==> src/rtl/com_fifo_fwft_pkg.sv <==
// Shared helpers for the com_fifo_fwft buffer: occupancy width and
// wrap-bit pointer distance.
package com_fifo_fwft_pkg;

  // Occupancy counter covers RAM + in-flight read + 2-entry output stage.
  function automatic int cnt_width(input int depth);
    return $clog2(depth + 3);
  endfunction

  // Distance between two wrap-bit pointers of width ptr_w.
  function automatic logic [31:0] ptr_diff(input logic [31:0] wr,
                                           input logic [31:0] rd,
                                           input int unsigned ptr_w);
    return (wr - rd) & ((32'd1 << ptr_w) - 32'd1);
  endfunction

endpackage

==> src/rtl/com_fifo_fwft_if.sv <==
// Valid/ready bus of com_fifo_fwft: write side (s_*), head side (m_*),
// flush and occupancy status.
interface com_fifo_fwft_if
  import com_fifo_fwft_pkg::*;
#(
  parameter int DATA_W = 32,
  parameter int DEPTH  = 64
);
  localparam int CNT_W = cnt_width(DEPTH);

  logic              flush;
  logic              s_valid;
  logic              s_ready;
  logic [DATA_W-1:0] s_data;
  logic              m_valid;
  logic              m_ready;
  logic [DATA_W-1:0] m_data;
  logic [CNT_W-1:0]  count;
  logic              almost_full;
  logic              almost_empty;

  modport master (
    output flush, s_valid, s_data, m_ready,
    input  s_ready, m_valid, m_data, count, almost_full, almost_empty
  );

  modport slave (
    input  flush, s_valid, s_data, m_ready,
    output s_ready, m_valid, m_data, count, almost_full, almost_empty
  );
endinterface

==> src/rtl/com_tpram_reg.sv <==
// Simple two-port RAM: strobed synchronous write, registered read
// (one cycle latency). Storage is not reset.
module com_tpram_reg #(
  parameter int DATA_W = 32,
  parameter int DEPTH  = 64,
  parameter int STRB_W = 1
)(
  input  logic                     i_wr_clk,
  input  logic [STRB_W-1:0]        i_wr_en,
  input  logic [$clog2(DEPTH)-1:0] i_wr_addr,
  input  logic [DATA_W-1:0]        i_wr_data,
  input  logic                     i_rd_clk,
  input  logic                     i_rd_en,
  input  logic [$clog2(DEPTH)-1:0] i_rd_addr,
  output logic [DATA_W-1:0]        o_rd_data
);
  localparam int LANE_W = DATA_W / STRB_W;

  for (genvar g = 0; g < STRB_W; g++) begin : g_lane
    logic [LANE_W-1:0] r_mem [DEPTH];
    logic [LANE_W-1:0] r_q;

    always_ff @(posedge i_wr_clk)
      if (i_wr_en[g]) r_mem[i_wr_addr] <= i_wr_data[g*LANE_W +: LANE_W];

    always_ff @(posedge i_rd_clk)
      if (i_rd_en) r_q <= r_mem[i_rd_addr];

    assign o_rd_data[g*LANE_W +: LANE_W] = r_q;
  end
endmodule

==> src/rtl/com_fifo_fwft.sv <==
// First-word-fall-through FIFO: RAM body plus a 2-entry prefetch stage that
// hides the RAM read latency. Capacity DEPTH+2.
module com_fifo_fwft
  import com_fifo_fwft_pkg::*;
#(
  parameter int DATA_W = 32,
  parameter int DEPTH  = 64,
  parameter int AF_LVL = DEPTH - 2,
  parameter int AE_LVL = 2
)(
  input  logic           clk,
  input  logic           rst_n,
  com_fifo_fwft_if.slave bus
);
  localparam int ADDR_W = $clog2(DEPTH);
  localparam int PTR_W  = ADDR_W + 1;
  localparam int CNT_W  = cnt_width(DEPTH);

  logic [PTR_W-1:0]  r_wr_ptr, r_rd_ptr, w_ram_cnt;
  logic              w_full, w_push, w_pop, w_rd, w_m_valid, w_head_ram;
  logic [1:0]        r_out_cnt, w_k;
  logic [2:0]        w_occ;
  logic              r_inflight;
  logic [DATA_W-1:0] r_slot0, r_slot1, w_slot0_nxt, w_slot1_nxt, w_rd_data;
  logic [CNT_W-1:0]  r_count;

  assign w_ram_cnt = PTR_W'(ptr_diff(32'(r_wr_ptr), 32'(r_rd_ptr), PTR_W));
  assign w_full    = (w_ram_cnt == PTR_W'(DEPTH));

  // The read landing in the RAM output register acts as the head whenever
  // the output stage is empty, which gives the two-cycle write-to-valid path.
  assign w_head_ram = (r_out_cnt == 2'd0) && r_inflight;
  assign w_m_valid  = (r_out_cnt != 2'd0) || r_inflight;

  assign w_push = bus.s_valid && !w_full && !bus.flush;
  assign w_pop  = w_m_valid && bus.m_ready && !bus.flush;

  // Entries owned by the output side after this cycle's pop.
  assign w_occ = {1'b0, r_out_cnt} + {2'b0, r_inflight} - {2'b0, w_pop};
  assign w_rd  = (w_ram_cnt != '0) && (w_occ < 3'd2) && !bus.flush;

  com_tpram_reg #(
    .DATA_W (DATA_W),
    .DEPTH  (DEPTH),
    .STRB_W (1)
  ) u_ram (
    .i_wr_clk  (clk),
    .i_wr_en   (w_push),
    .i_wr_addr (r_wr_ptr[ADDR_W-1:0]),
    .i_wr_data (bus.s_data),
    .i_rd_clk  (clk),
    .i_rd_en   (w_rd),
    .i_rd_addr (r_rd_ptr[ADDR_W-1:0]),
    .o_rd_data (w_rd_data)
  );

  always_ff @(posedge clk or negedge rst_n) begin
    if (!rst_n) begin
      r_wr_ptr <= '0;
      r_rd_ptr <= '0;
    end else if (bus.flush) begin
      r_wr_ptr <= '0;
      r_rd_ptr <= '0;
    end else begin
      if (w_push) r_wr_ptr <= r_wr_ptr + PTR_W'(1);
      if (w_rd)   r_rd_ptr <= r_rd_ptr + PTR_W'(1);
    end
  end

  // Shift on pop, then drop the arriving read into the first free slot,
  // unless that read was itself consumed straight from the RAM register.
  always_comb begin
    w_slot0_nxt = r_slot0;
    w_slot1_nxt = r_slot1;
    w_k         = r_out_cnt;
    if (w_pop && r_out_cnt != 2'd0) begin
      w_slot0_nxt = r_slot1;
      w_k         = r_out_cnt - 2'd1;
    end
    if (r_inflight && !(w_pop && w_head_ram)) begin
      if (w_k == 2'd0) w_slot0_nxt = w_rd_data;
      else             w_slot1_nxt = w_rd_data;
    end
  end

  always_ff @(posedge clk or negedge rst_n) begin
    if (!rst_n) begin
      r_out_cnt  <= '0;
      r_inflight <= 1'b0;
      r_slot0    <= '0;
      r_slot1    <= '0;
    end else if (bus.flush) begin
      r_out_cnt  <= '0;
      r_inflight <= 1'b0;
      r_slot0    <= '0;
      r_slot1    <= '0;
    end else begin
      r_out_cnt  <= w_occ[1:0];
      r_inflight <= w_rd;
      r_slot0    <= w_slot0_nxt;
      r_slot1    <= w_slot1_nxt;
    end
  end

  always_ff @(posedge clk or negedge rst_n) begin
    if (!rst_n)                r_count <= '0;
    else if (bus.flush)        r_count <= '0;
    else if (w_push && !w_pop) r_count <= r_count + CNT_W'(1);
    else if (!w_push && w_pop) r_count <= r_count - CNT_W'(1);
  end

  assign bus.s_ready      = !w_full;
  assign bus.m_valid      = w_m_valid;
  assign bus.m_data       = w_head_ram ? w_rd_data : r_slot0;
  assign bus.count        = r_count;
  assign bus.almost_full  = (r_count >= CNT_W'(AF_LVL));
  assign bus.almost_empty = (r_count <= CNT_W'(AE_LVL));

  a_no_collision: assert property (@(posedge clk) disable iff (!rst_n)
    !(w_push && w_rd && (r_wr_ptr[ADDR_W-1:0] == r_rd_ptr[ADDR_W-1:0])));

  a_head_stable: assert property (@(posedge clk) disable iff (!rst_n)
    (bus.m_valid && !bus.m_ready && !bus.flush) |=> $stable(bus.m_data));

endmodule
==> src/flat_wrapper.sv <==
// flat-port wrapper written by rule: the top's interface ports become plain ports
module com_fifo_fwft_flat import com_fifo_fwft_pkg::*;
#(
  parameter int DATA_W = 32,
  parameter int DEPTH  = 64,
  parameter int AF_LVL = DEPTH - 2,
  parameter int AE_LVL = 2
)
  (clk, rst_n, bus_flush, bus_s_valid, bus_s_data, bus_m_ready, bus_s_ready, bus_m_valid, bus_m_data, bus_count, bus_almost_full, bus_almost_empty);
  com_fifo_fwft_if #(.DATA_W(DATA_W), .DEPTH(DEPTH)) bus_i ();
  input  logic clk;
  input  logic rst_n;
  input wire logic [$bits(bus_i.flush)-1:0] bus_flush;
  input wire logic [$bits(bus_i.s_valid)-1:0] bus_s_valid;
  input wire logic [$bits(bus_i.s_data)-1:0] bus_s_data;
  input wire logic [$bits(bus_i.m_ready)-1:0] bus_m_ready;
  output wire logic [$bits(bus_i.s_ready)-1:0] bus_s_ready;
  output wire logic [$bits(bus_i.m_valid)-1:0] bus_m_valid;
  output wire logic [$bits(bus_i.m_data)-1:0] bus_m_data;
  output wire logic [$bits(bus_i.count)-1:0] bus_count;
  output wire logic [$bits(bus_i.almost_full)-1:0] bus_almost_full;
  output wire logic [$bits(bus_i.almost_empty)-1:0] bus_almost_empty;
  assign bus_i.flush = bus_flush;
  assign bus_i.s_valid = bus_s_valid;
  assign bus_i.s_data = bus_s_data;
  assign bus_i.m_ready = bus_m_ready;
  assign bus_s_ready = bus_i.s_ready;
  assign bus_m_valid = bus_i.m_valid;
  assign bus_m_data = bus_i.m_data;
  assign bus_count = bus_i.count;
  assign bus_almost_full = bus_i.almost_full;
  assign bus_almost_empty = bus_i.almost_empty;
  com_fifo_fwft #(.DATA_W(DATA_W), .DEPTH(DEPTH), .AF_LVL(AF_LVL), .AE_LVL(AE_LVL)) u_core (.clk(clk), .rst_n(rst_n), .bus(bus_i));
endmodule
==> config.mk <==
export PLATFORM = sky130hd
export DESIGN_NAME = com_fifo_fwft_flat
export DESIGN_NICKNAME = d
export VERILOG_FILES = /design/src/rtl/com_fifo_fwft_pkg.sv /design/src/rtl/com_fifo_fwft_if.sv /design/src/rtl/com_tpram_reg.sv /design/src/rtl/com_fifo_fwft.sv /design/src/flat_wrapper.sv
export SDC_FILE = /design/constraint.sdc
export NUM_CORES = 2
export LEC_CHECK = 0
export BUFFER_PORTS_ARGS = -buffer_cell sky130_fd_sc_hd__buf_2
export CAP_MARGIN = 20
export CORE_MARGIN = 8
export CORE_UTILIZATION = 40
export CTS_BUF_LIST = sky130_fd_sc_hd__clkbuf_4 sky130_fd_sc_hd__clkbuf_8
export CTS_CLUSTER_DIAMETER = 50
export DETAILED_ROUTE_END_ITERATION = 8
export SYNTH_ARGS = -nofsm -noshare
export SYNTH_HDL_FRONTEND = slang
export SYNTH_SLANG_ARGS = --single-unit
==> constraint.sdc <==
create_clock -name clk -period 7.4 [get_ports clk]
set_input_delay 0.74 -clock clk [delete_from_list [all_inputs] [get_ports clk]]
set_output_delay 0.74 -clock clk [all_outputs]
set_load 0.005 [all_outputs]
; Word level (Yosys, flattened, before mapping)
; Memory sizes are Yosys's and may differ from the RTL's. A register that Yosys moved wholly into a read port is not among the register bits.
; Cells that the tools add are included.
[word_totals]
wordCells = 68
reg_bits = 88
mem_bits_rw = 2048
memories = 1
input_bits = 37
out_inout_bits = 43
latchBits = 0
romBits = 0
[memory_table]
columns = memory, words, word_bits, read_ports, rd_clocked_by_memory_dff, wr, line_no
row1 = u_core.u_ram.g_lane[0].r_mem, 64, 32, 1, 1, 1, com_tpram_reg.sv:20  ; logic [LANE_W-1:0] r_mem [DEPTH];
[op_classes]
magnitude_cmp = 3
div_mod_pow = 0
bitwise = 0
n_reduce_logical = 27
mux = 20
n_shift = 0
n_mul = 0
addsub = 8
eq_ne = 2
[ops]
columns = operator, n
row1 = $mux W32, 8
row2 = $mux W7, 7
row3 = $add A7 B1 Y7 const B, 3
row4 = $logic_and A1 B1 Y1, 12
row5 = $reduce_bool A2 Y1, 4
row6 = $eq A7 B7 Y1 const B, 1
row7 = $ge A7 B6 Y1 const B, 1
row8 = $le A7 B2 Y1 const B, 1
row9 = $reduce_bool A7 Y1, 1
row10 = $sub A7 B1 Y7 const B, 1
row11 = $sub A7 B7 Y7, 1
row12 = $logic_not A1 Y1, 5
row13 = $logic_not A2 Y1, 2
row14 = $mux W2, 2
row15 = $add A2 B1 Y3, 1
row16 = $lt A3 B2 Y1 const B, 1
row17 = $mux W1, 3
row18 = $reduce_bool A3 Y1, 1
row19 = $sub A3 B1 Y3, 1
row20 = $ne A2 B2 Y1 const B, 1
row21 = $reduce_and A2 Y1, 1
row22 = $sub A2 B1 Y2 const B, 1
row23 = $logic_or A1 B1 Y1, 1

; Logic depth before layout (Yosys ltp)
[depth]
word_depth = 10
mapped_depth = 21
mapped_depth_nobuf = 17

; By module
; Synthesis repeated with hierarchy kept, for this count alone.
[hier_totals]
cells_unflattened = 3841
area_unflattened_um2 = 83775.3
[modules_own_cells]
columns = mod, seq_area_each_um2, instances, cells_each, area_per_inst_um2
row1 = com_tpram_reg, 62459.9, 1, 3324, 78835.6
row2 = com_fifo_fwft, 2202.1, 1, 517, 4939.7

; Worst setup path before layout
; Ideal clock, no wire load.
[synth_path]
path_type = register to register
startpoint = reg u_core.r_rd_ptr[2]
endpoint = mem u_core.u_ram.g_lane[0].r_mem[40][0] (netlist name), enable pin
t_required_ps = 6979
setup_slack_ps = 2526
stages_incl_launch_ff = 15
arrival_time_ps = 4452
setup_ps = 421
synth_period_minus_slack_ps = 4874
path_buffers = 5
path_cell_list = dfrtp_1 > buf_2 > inv_2 > buf_2 > buf_1 > ha_1 > o21ai_0 > a21oi_1 > or4b_4 > nand3_2 > o21ai_2 > buf_6 > or4_4 > buf_6 > nor2_1
[synth_via]
elab_chain_cells = 7
[synth_lines]
columns = element, line_no
row1 = from (decl), com_fifo_fwft.sv:19  ; logic [PTR_W-1:0] r_wr_ptr, r_rd_ptr, w_ram_cnt;
row2 = from (signal assigned), com_fifo_fwft.sv:66  ; if (w_rd) r_rd_ptr <= r_rd_ptr + PTR_W'(1);
row3 = $sub A7 B7 Y7, com_fifo_fwft_pkg.sv:14  ; return (wr - rd) & ((32'd1 << ptr_w) - 32'd1);
row4 = $eq A7 B7 Y1, com_fifo_fwft.sv:28  ; assign w_full = (w_ram_cnt == PTR_W'(DEPTH));
row5 = $logic_not A1 Y1, com_fifo_fwft.sv:35  ; assign w_push = bus.s_valid && !w_full && !bus.flush;
row6 = $logic_and A1 B1 Y1 (2 in a row), com_fifo_fwft.sv:35
row7 = $mux W1, com_tpram_reg.sv:24  ; if (i_wr_en[g]) r_mem[i_wr_addr] <= i_wr_data[g*LANE_W +: LANE_W];
row8 = $mux W1 (not written as such), com_tpram_reg.sv:24
row9 = to (decl), com_tpram_reg.sv:20
; Every way passes these cells.

; Final worst setup path
[layout_path]
startpoint = reg u_core.r_rd_ptr[1]
endpoint = mem u_core.u_ram.g_lane[0].r_mem[19][2] (netlist name), enable pin
; The elaborated chain is that of the path after synthesis.

==> reports/summary.txt <==
Post-Synthesis Cells = 3726
Cell area after synthesis = 84400 µm²
First-pass GRT wire length = 294000 µm
CP Launch Type = flop
Setup Viol. Count Final = 0
Synthesis-stage register bit count = 2168
F_max = 182 MHz
P&R area growth vs syn = 13.8%
CP peak stage delay = 1.01 ns
Avg WL per Cell = 28.6 µm
Post-cts sizing count = 0
Crit path launch = u_core.r_rd_ptr[1]$_DFFE_PN0P_
Final TNS setup = 0 ns
Post-Layout Cell Count = 7150
Register area share after synthesis = 0.766
DP HPWL = 121000 µm
Syn_area_per_cell = 22.7 µm²
Arrival time worst endpoint = 6.16 ns
Unique masters post-synth = 52
Layout cell share with drive strength beyond 1 = 0.328
Clk_lat worst skew = 1.04 ns
Pleak = 31.3 nW
FFs w/ async S/R, synth = 0.0406
Ranking of synthesized cells by area = edfxtp_1 74%, mux4_2 15%, mux2i_1 3.8%
Hold Violations, Final = 0
Crit-path slowest cell = or4b_1
Tot GR Track Use = 0.179
Via count = 39200
Status = complete, no violations
Max-slew violations = 0
Chip width = 475 µm
Vias in the first global route = 40300
RSZ-0062 raised after global routing = false
YS warnings = 0
Core Util, Final = 0.458
Synthesized Nets = 3782
Vias per cell = 5.49
Worst Tran Pin Value = 1.13 ns
Post-synth top area cell = edfxtp_1
TritonCTS clock tree = built
Largest net degree at the start of global routing = 109
CP cell instances = inv_8, ha_1, nand2b_1, a21oi_1, or4b_4, nand3_2, o21ai_2, or4b_1, nor2_4, buf_4
Pwr dens = 322 nW/µm²
Setup crit end kind = flop
Clk slew on worst S/H paths = 0.06 ns
Critical path start-end classification = flop to flop
Site Rows = 168
Final Cycle Share = 0.741
Final ANT Viol Nets = 0
Starting Density = 0.403
Full die area = 226000 µm²
I/O pin count = 80
Worst vdd ir = 0.267 mV
Routed wire length = 205000 µm
Synth cell count leaders = 2080 x edfxtp_1, 576 x mux4_2, 323 x mux2i_1
Slew HR = 0.243
Post-synth top area share = 0.740
Worst Reg-to-Reg Cells = 10
IO buf count = 79
Worst-path maximum fanout = 56
Num CTS Buffers = 350
DR DRC count = 0
DRT Pass-1 Iters = 6
Number of max-cap violations = 0
Required @ worst endpoint = 8.08 ns
CP Capture Point = u_core.u_ram.g_lane[0].r_mem[19][2]$_DFFE_PP_
Root Buffer = clkbuf_8
EDFF count, synth = 2080
R2r setup slk = 1.91 ns
Height of the die = 475 µm
Cells after DPL = 6520
Design Power = 30.9 mW
Clk sinks = 2168
Tmin final = 5.49 ns
Most frequent cell after synthesis = edfxtp_1
Initial antenna violation count = 16
Clock buffer depth = 4
Ys flop type = edfxtp_1
Clk_skew = 0.0705 ns
Routability congestion estimate = 0.808
Post-layout net count = 4140
Congestion Overflow GR = 0
Worst r2r dst = u_core.u_ram.g_lane[0].r_mem[19][2]$_DFFE_PP_
Core area = 210000 µm²
Iteration-0 DRC Markers = 4230
Worst Hold Class = input pin to flop
Worst Hold Margin = 0.150 ns
Worst reg2reg path startpoint = u_core.r_rd_ptr[1]$_DFFE_PN0P_
H-tree level count = 5
## metal layers
metal	GRT usage	routed length (µm)
met3	0.0336	12300
met4	0.0507	4980
met1	0.251	88200
met5	0	127
met2	0.288	99100
## state kept, by name, indices dropped and copies added, names as in the netlist
name,count
u_core.u_ram.g_lane.r_mem,2048
u_core.r_slot0,32
u_core.r_slot1,32
u_core.u_ram.o_rd_data,32
u_core.bus.count,7
u_core.r_rd_ptr,7
u_core.r_wr_ptr,7
u_core.r_out_cnt,2
u_core.r_inflight,1
## where the power goes
part | internal (mW) | switching, mW
clock network | 5.28 | 4.57
logic | 2.98 | 3.91
registers | 13.8 | 0.351
## final cells by class
type | instances | area [µm²]
Antenna cell | 5 | 12.5
Clock inverter | 138 | 764
Tap cell | 2805 | 3510
Fill cell | 17500 | 114000
Inverter | 17 | 86.3
Clock buffer | 470 | 5800
Sequential cell | 2168 | 64700
Timing Repair Buffer | 209 | 1920
Multi-Input combinational cell | 1338 | 19300
## worst min-delay path by stage
stage,from,end,slack (ns),cells after the start
floorplan,rst_n,u_core.bus.count[0]$_DFFE_PN0P_,0.44,0
global placement,u_core.r_slot1[31]$_DFFE_PN0P_,u_core.r_slot1[31]$_DFFE_PN0P_,0.51,2
detailed placement,u_core.r_slot1[18]$_DFFE_PN0P_,u_core.r_slot1[18]$_DFFE_PN0P_,0.52,2
CTS,bus_flush,u_core.r_rd_ptr[0]$_DFFE_PN0P_,0.009,2
global route,bus_flush,u_core.r_rd_ptr[0]$_DFFE_PN0P_,0.07,2
finish,bus_flush,u_core.r_slot1[26]$_DFFE_PN0P_,0.15,2
## timing repair
action	in CTS	in global routing
hold buffers	2	0
endpoints found under the hold margin	28	0
setup buffers	0	0
## cells by family (layout without fill, tap and decap cells)
family / after synthesis / in the layout / synth area share
compound gates: 117 / 117 / 0.00851
fa+ha+maj: 19 / 19 / 0.00299
other cells: 0 / 5 / 0
mux: 933 / 933 / 0.196
xor+xnor: 12 / 12 / 0.00124
buf+inv: 220 / 834 / 0.0116
simple gates: 257 / 257 / 0.0135
flops: 2168 / 2168 / 0.766
## critical path: cells and delay by family (launching register included)
family / cells / cell delay [ns]
AOI/OAI and AO/OA: 2 / 0.31
adders and majority gates: 1 / 0.45
buffers and inverters: 2 / 0.82
DFF: 1 / 0.96
and+or+nand+nor: 5 / 2.52
## placed cells by master (no fill, tap or decap), types with 3 or more instances in the layout
cell / instances
nor2_1: 52
clkinv_1: 86
edfxtp_1: 2080
or3_1: 8
clkinv_2: 35
nor2_4: 65
dfrtp_4: 3
and2_1: 4
nand2b_1: 3
buf_2: 73
a211oi_1: 32
nor2b_1: 9
mux4_2: 576
nand4_1: 3
mux2_2: 34
buf_12: 39
a21o_1: 3
dfrtp_1: 84
nor3_1: 4
buf_4: 93
nand2_1: 80
mux2i_1: 323
o21ai_0: 18
clkbuf_4: 107
nand3_1: 10
o211ai_1: 4
bufinv_16: 6
inv_1: 13
and3_1: 4
clkbuf_8: 363
or4_4: 3
ha_1: 17
diode_2: 5
xnor2_1: 10
a21oi_1: 47
clkinvlp_4: 8
## per-stage QoR
step | worst slack [ns] | cell area, µm²
after floorplan | 2.53 | 84400
after global placement | 1.97 | 88700
after detailed placement | 1.93 | 89200
after CTS | 1.83 | 95800
after global routing | 1.65 | 96100
final | 1.91 | 96100
Power figures use the tool's default switching activity.
